<file path="src/rtl/imem_dmem_arbiter.sv">
// Shares one single-port RAM between the CPU fetch port and the MEM-stage data port:
// arbitrates, drives the RAM, times the fixed-latency return and routes the response.
module imem_dmem_arbiter #(
  parameter int unsigned RD_LAT     = 2,
  parameter int unsigned STARVE_MAX = 3,
  parameter int unsigned AW         = 32
) (
  input  logic          clk,
  input  logic          reset,
  input  logic          if_req,
  input  logic [AW-1:0] if_addr,
  input  logic          if_kill,
  output logic          if_gnt,
  output logic          if_rvalid,
  output logic [31:0]   if_rdata,
  input  logic          mem_req,
  input  logic          mem_we,
  input  logic [AW-1:0] mem_addr,
  input  logic [31:0]   mem_wdata,
  input  logic [3:0]    mem_wstrb,
  output logic          mem_gnt,
  output logic          mem_rvalid,
  output logic [31:0]   mem_rdata,
  output logic          ram_en,
  output logic [3:0]    ram_we,
  output logic [AW-1:0] ram_addr,
  output logic [31:0]   ram_wdata,
  input  logic [31:0]   ram_rdata
);

  localparam int unsigned LCW = $clog2(RD_LAT + 1);
  localparam int unsigned SCW = $clog2(STARVE_MAX + 1);

  typedef enum logic {IDLE, BUSY} state_t;

  state_t         state, state_nxt;
  logic           owner, owner_nxt;          // 0 = IF, 1 = MEM
  logic [LCW-1:0] lat_cnt, lat_cnt_nxt;
  logic           kill_pend, kill_pend_nxt;
  logic           wr_pend, wr_pend_nxt;
  logic [SCW-1:0] starve_cnt, starve_cnt_nxt;

  logic slot, resp, if_elig, win_mem, win_if;

  // State and bookkeeping registers; reset drops any access in flight
  always_ff @(posedge clk or posedge reset) begin
    if (reset) begin
      state      <= IDLE;
      owner      <= 1'b0;
      lat_cnt    <= '0;
      kill_pend  <= 1'b0;
      wr_pend    <= 1'b0;
      starve_cnt <= '0;
    end else begin
      state      <= state_nxt;
      owner      <= owner_nxt;
      lat_cnt    <= lat_cnt_nxt;
      kill_pend  <= kill_pend_nxt;
      wr_pend    <= wr_pend_nxt;
      starve_cnt <= starve_cnt_nxt;
    end
  end

  // Next state, arbitration, RAM drive and response routing
  always_comb begin
    state_nxt      = state;
    owner_nxt      = owner;
    lat_cnt_nxt    = lat_cnt;
    kill_pend_nxt  = kill_pend;
    wr_pend_nxt    = wr_pend;
    starve_cnt_nxt = starve_cnt;
    if_gnt         = 1'b0;
    if_rvalid      = 1'b0;
    if_rdata       = '0;
    mem_gnt        = 1'b0;
    mem_rvalid     = 1'b0;
    mem_rdata      = '0;
    ram_en         = 1'b0;
    ram_we         = '0;
    ram_addr       = '0;
    ram_wdata      = '0;

    // Outputs are gated by reset so they drop immediately on an async assert
    slot    = !reset && ((state == IDLE) || (lat_cnt == '0));
    resp    = !reset && (state == BUSY) && (lat_cnt == '0);
    if_elig = if_req && !if_kill;
    win_mem = slot && mem_req && !(if_elig && (starve_cnt == SCW'(STARVE_MAX)));
    win_if  = slot && if_elig && !win_mem;

    if (resp) begin
      if (owner) begin
        mem_rvalid = 1'b1;
        mem_rdata  = wr_pend ? 32'h0 : ram_rdata;
      end else if (!kill_pend && !if_kill) begin
        if_rvalid = 1'b1;
        if_rdata  = ram_rdata;
      end
      state_nxt     = IDLE;
      kill_pend_nxt = 1'b0;
    end else if (state == BUSY) begin
      lat_cnt_nxt = lat_cnt - LCW'(1);
      if (!owner && if_kill) kill_pend_nxt = 1'b1;
    end

    if (win_mem || win_if) begin
      ram_en        = 1'b1;
      ram_addr      = win_mem ? mem_addr : if_addr;
      ram_wdata     = mem_wdata;
      ram_we        = (win_mem && mem_we) ? mem_wstrb : 4'b0000;
      if_gnt        = win_if;
      mem_gnt       = win_mem;
      state_nxt     = BUSY;
      owner_nxt     = win_mem;
      lat_cnt_nxt   = LCW'(RD_LAT - 1);
      kill_pend_nxt = 1'b0;
      wr_pend_nxt   = win_mem && mem_we;
    end

    // IF starvation tracking: count MEM wins over an eligible fetch
    if (win_if) begin
      starve_cnt_nxt = '0;
    end else if (win_mem && if_elig && (starve_cnt != SCW'(STARVE_MAX))) begin
      starve_cnt_nxt = starve_cnt + SCW'(1);
    end
  end

endmodule
</file>
<file path="config.mk">
export PLATFORM = sky130hd
export DESIGN_NAME = imem_dmem_arbiter
export DESIGN_NICKNAME = d
export VERILOG_FILES = /design/src/rtl/imem_dmem_arbiter.sv
export SDC_FILE = /design/constraint.sdc
export NUM_CORES = 1
export LEC_CHECK = 0
export ABC_AREA = 1
export CORE_AREA = 3 3 106 108
export DETAILED_ROUTE_END_ITERATION = 12
export DIE_AREA = 0 0 109 111
export PLACE_DENSITY = 0.68
export RECOVER_POWER = 100
export SYNTH_ARGS = -nofsm -noshare
export SYNTH_HDL_FRONTEND = slang
export SYNTH_SLANG_ARGS = --single-unit
</file>
<file path="constraint.sdc">
create_clock -name clk -period 1.8 [get_ports clk]
set_input_delay 0.18 -clock clk [delete_from_list [all_inputs] [get_ports clk]]
set_output_delay 0.18 -clock clk [all_outputs]
set_load 0.01 [all_outputs]
</file>
==> results.yml <==
run_status:
  status: "finished, violations left"
  violations: "negative setup slack"
worst_setup_path:
  arrival_ns: 1.88
  critPathSlowestCell: "dfrtp_1"
  cpPeakStageDelay_ns: 0.39
  critical_path_buf_inv_count: 5
  endpoint: "if_rdata[23]"
  path_max_fanout: 8
  crit_path_end_kind: "primary output"
  cp-start-kind: "flop"
  regToRegEndpoint: "wr_pend$_DFFE_PP0P_"
  crit_chain: "inv_2, ha_4, buf_4, nand3_4, or2_4, buf_6, buf_16, nor2_2, buf_2"
  cp_top_family: "buffers and inverters"
  r2r-start: "lat_cnt[0]$_DFFE_PP0P_"
  cp.required_ns: 1.62
  critical_path_class: "reg -> out"
  reg2reg_depth: 12
  critPathLaunch: "lat_cnt[0]$_DFFE_PP0P_"
  rrSetupSlack_ns: -0.03
  cp.depth: 9
global_routing:
  grt_use_total_pct: 18.3
  antenna_found_initial: 0
  grt_pass1_wl_mm: 18.2
  grt-ovfl-total: 0
  grt_pass1_vias: 3797
  grt_max_degree: 34
sta:
  max_freq_ghz: 0.485
  setup_ws_ns: -0.264
  drv_slew: 0
  finalHoldViolations: 0
  max_slew_margin_pct: 75.3
  worst_pin_slew_ns: 0.370
  setup_viol: 137
  fin_skew_ns: 0.00243
  fin_hold_ws_ns: 0.379
  finalCriticalPeriod_ns: 2.06
  grt_setup_unrepaired: "true"
  finalCritPeriodShare_pct: 115
drt:
  wl_met3_mm: 1.12
  ant_nets: 0
  vias_per_cell: 4.28
  vias: 3857
  dr.max_layer_used: "met4"
  postRouteWirelength_mm: 12.9
  wl_per_cell_um: 14.4
  wl_met2_mm: 7.40
  dr.pass1.iters: 4
  drt_iter0_markers: 154
  wl_met1_mm: 4.20
  drc_errors: 0
logic_synthesis:
  synth_top_area_share_pct: 24.2
  yosys.area.top_type: "inv_1"
  syn-instance-count: 452
  synth_nets: 592
  synthTopCellsByArea: "inv_1 (24%), nand2_1 (19%), nor2_1 (15%)"
  synthDistinctLibCells: 22
  ys_ff_latch: 8
  yosysWarnings: 0
  ys_seq_area_share_pct: 9.10
  syn_area_mm2: 0.00220
  synth.avg_cell_area_um2: 4.87
worst_hold_path:
  min_path_type: "in -> async"
floorplan:
  fp.dieW_um: 109
  dieArea_mm2: 0.0121
  start_util_pct: 21.3
  ios: 275
  fp-row-count: 37
  die_h_um: 111
  core_mm2: 0.0103
cts:
  cts_max_level: 1
  cts_hold_buffers: 0
  cts_buffer_depth: 2
  path_clk_slew_ns: 0.04
  cts_root_buf: "clkbuf_8"
  numCtsBuffers: 3
  cts.sinks: 8
  clk-insertion-delay-late_ns: 0.23
  tritoncts: "done"
power:
  ir_worst_vdd_mv: 0.478
  p_per_area_mw_per_mm2: 685
  total_power_mw: 4.15
  leakage_nw: 3.40
placed_design:
  post-dp-hpwl_mm: 9.13
  place.gp.congestion: 0.785
  port_buffers: 274
layout:
  most-common-layout-cells: "clkdlybuf4s50_1 (137), inv_1 (132), nand2_1 (81)"
  final_common_cell: "clkdlybuf4s50_1"
  final_util_pct: 58.6
  nNetsFinal: 908
  antenna_cells: 0
  drive_gt1_share_pct: 45.2
  area_growth_pct: 175
run:
  cap_violations: 0
## worst min-delay path, stage by stage
cell and delay (ns):
clkdlybuf4s50_1 0.43, inv_2 0.16, buf_4 0.15
## through the flow
step	instances	setup WS, ns	cell area (um2)	TNS (ns)
6_report	902	-0.264	6050	-23.38
3_3_place_gp	866	-0.454	5230	-49.56
2_1_floorplan	452	0.191	2200	0
5_1_grt	902	-0.345	6050	-33.10
4_1_cts	887	-0.247	5120	-14.15
3_5_place_dp	866	-0.498	5230	-54.43
## registers in the layout (all words and copies together), names as in the netlist
register,cells
kill_pend,1
lat_cnt,2
owner,1
starve_cnt,2
state,1
wr_pend,1
## cell families (layout without fill, tap and decap cells)
| family | Yosys count | in the layout | synth area share [%] |
|---|---|---|---|
| AOI/OAI and AO/OA | 3 | 3 | 0.853 |
| and+or+nand+nor | 268 | 268 | 55.9 |
| buffers and inverters | 171 | 485 | 33.0 |
| DFF | 8 | 8 | 9.10 |
| adders and majority gates | 2 | 2 | 1.14 |
## worst min path at each step
stage / end / start / slack (ns) / cells past startpoint
6_report: lat_cnt[1]$_DFFE_PP0P_ / reset / 0.38 / 3
5_1_grt: lat_cnt[1]$_DFFE_PP0P_ / reset / 0.40 / 3
4_1_cts: lat_cnt[1]$_DFFE_PP0P_ / reset / 0.37 / 3
3_5_place_dp: wr_pend$_DFFE_PP0P_ / wr_pend$_DFFE_PP0P_ / 0.51 / 2
3_3_place_gp: lat_cnt[0]$_DFFE_PP0P_ / lat_cnt[0]$_DFFE_PP0P_ / 0.49 / 2
2_1_floorplan: kill_pend$_DFFE_PP0P_ / reset / 0.29 / 2
## area by class of cell
type	count	area, um2
fill	923	4270
timing repair buffer	338	3270
multi-input combinational	273	1830
inverter	144	543
sequential	8	200
tap	136	170
clock buffer	3	41.3
## per-layer routing
layer  vias up  GRT usage, %
li1       1904             -
met1      1769          17.3
met2       166          37.3
met3        18          4.25
met4         0          5.47
met5         -             0
## report_power, final
group	switching [mW]	total (mW)	internal [mW]	leakage (nW)
registers	0.0612	0.318	0.256	0.0987
clock network	0.0726	0.218	0.145	0.0216
logic	1.83	3.61	1.79	3.28
## cells in the mapped netlist
cell type	count
buf_2	10
buf_6	7
dfrtp_1	8
nand2_1	114
nand3_1	6
or2_1	1
o21ai_0	2
nand3_2	2
nand3b_1	1
inv_2	2
a21oi_2	1
inv_1	142
nor2_1	87
ha_1	2
nand2_4	1
buf_4	1
nand4_1	33
buf_12	1
nor2_4	10
buf_1	2
clkbuf_1	6
nor2_2	13
## what timing repair did
| item | CTS | global route |
|---|---|---|
| resized for setup | 608 | 208 |
| pin swaps | 5 | 11 |
| endpoints found under the setup margin | 137 | 137 |
| cloned | 6 | 7 |
| buffers inserted | 12 | 10 |
Power figures use the tool's default switching activity.
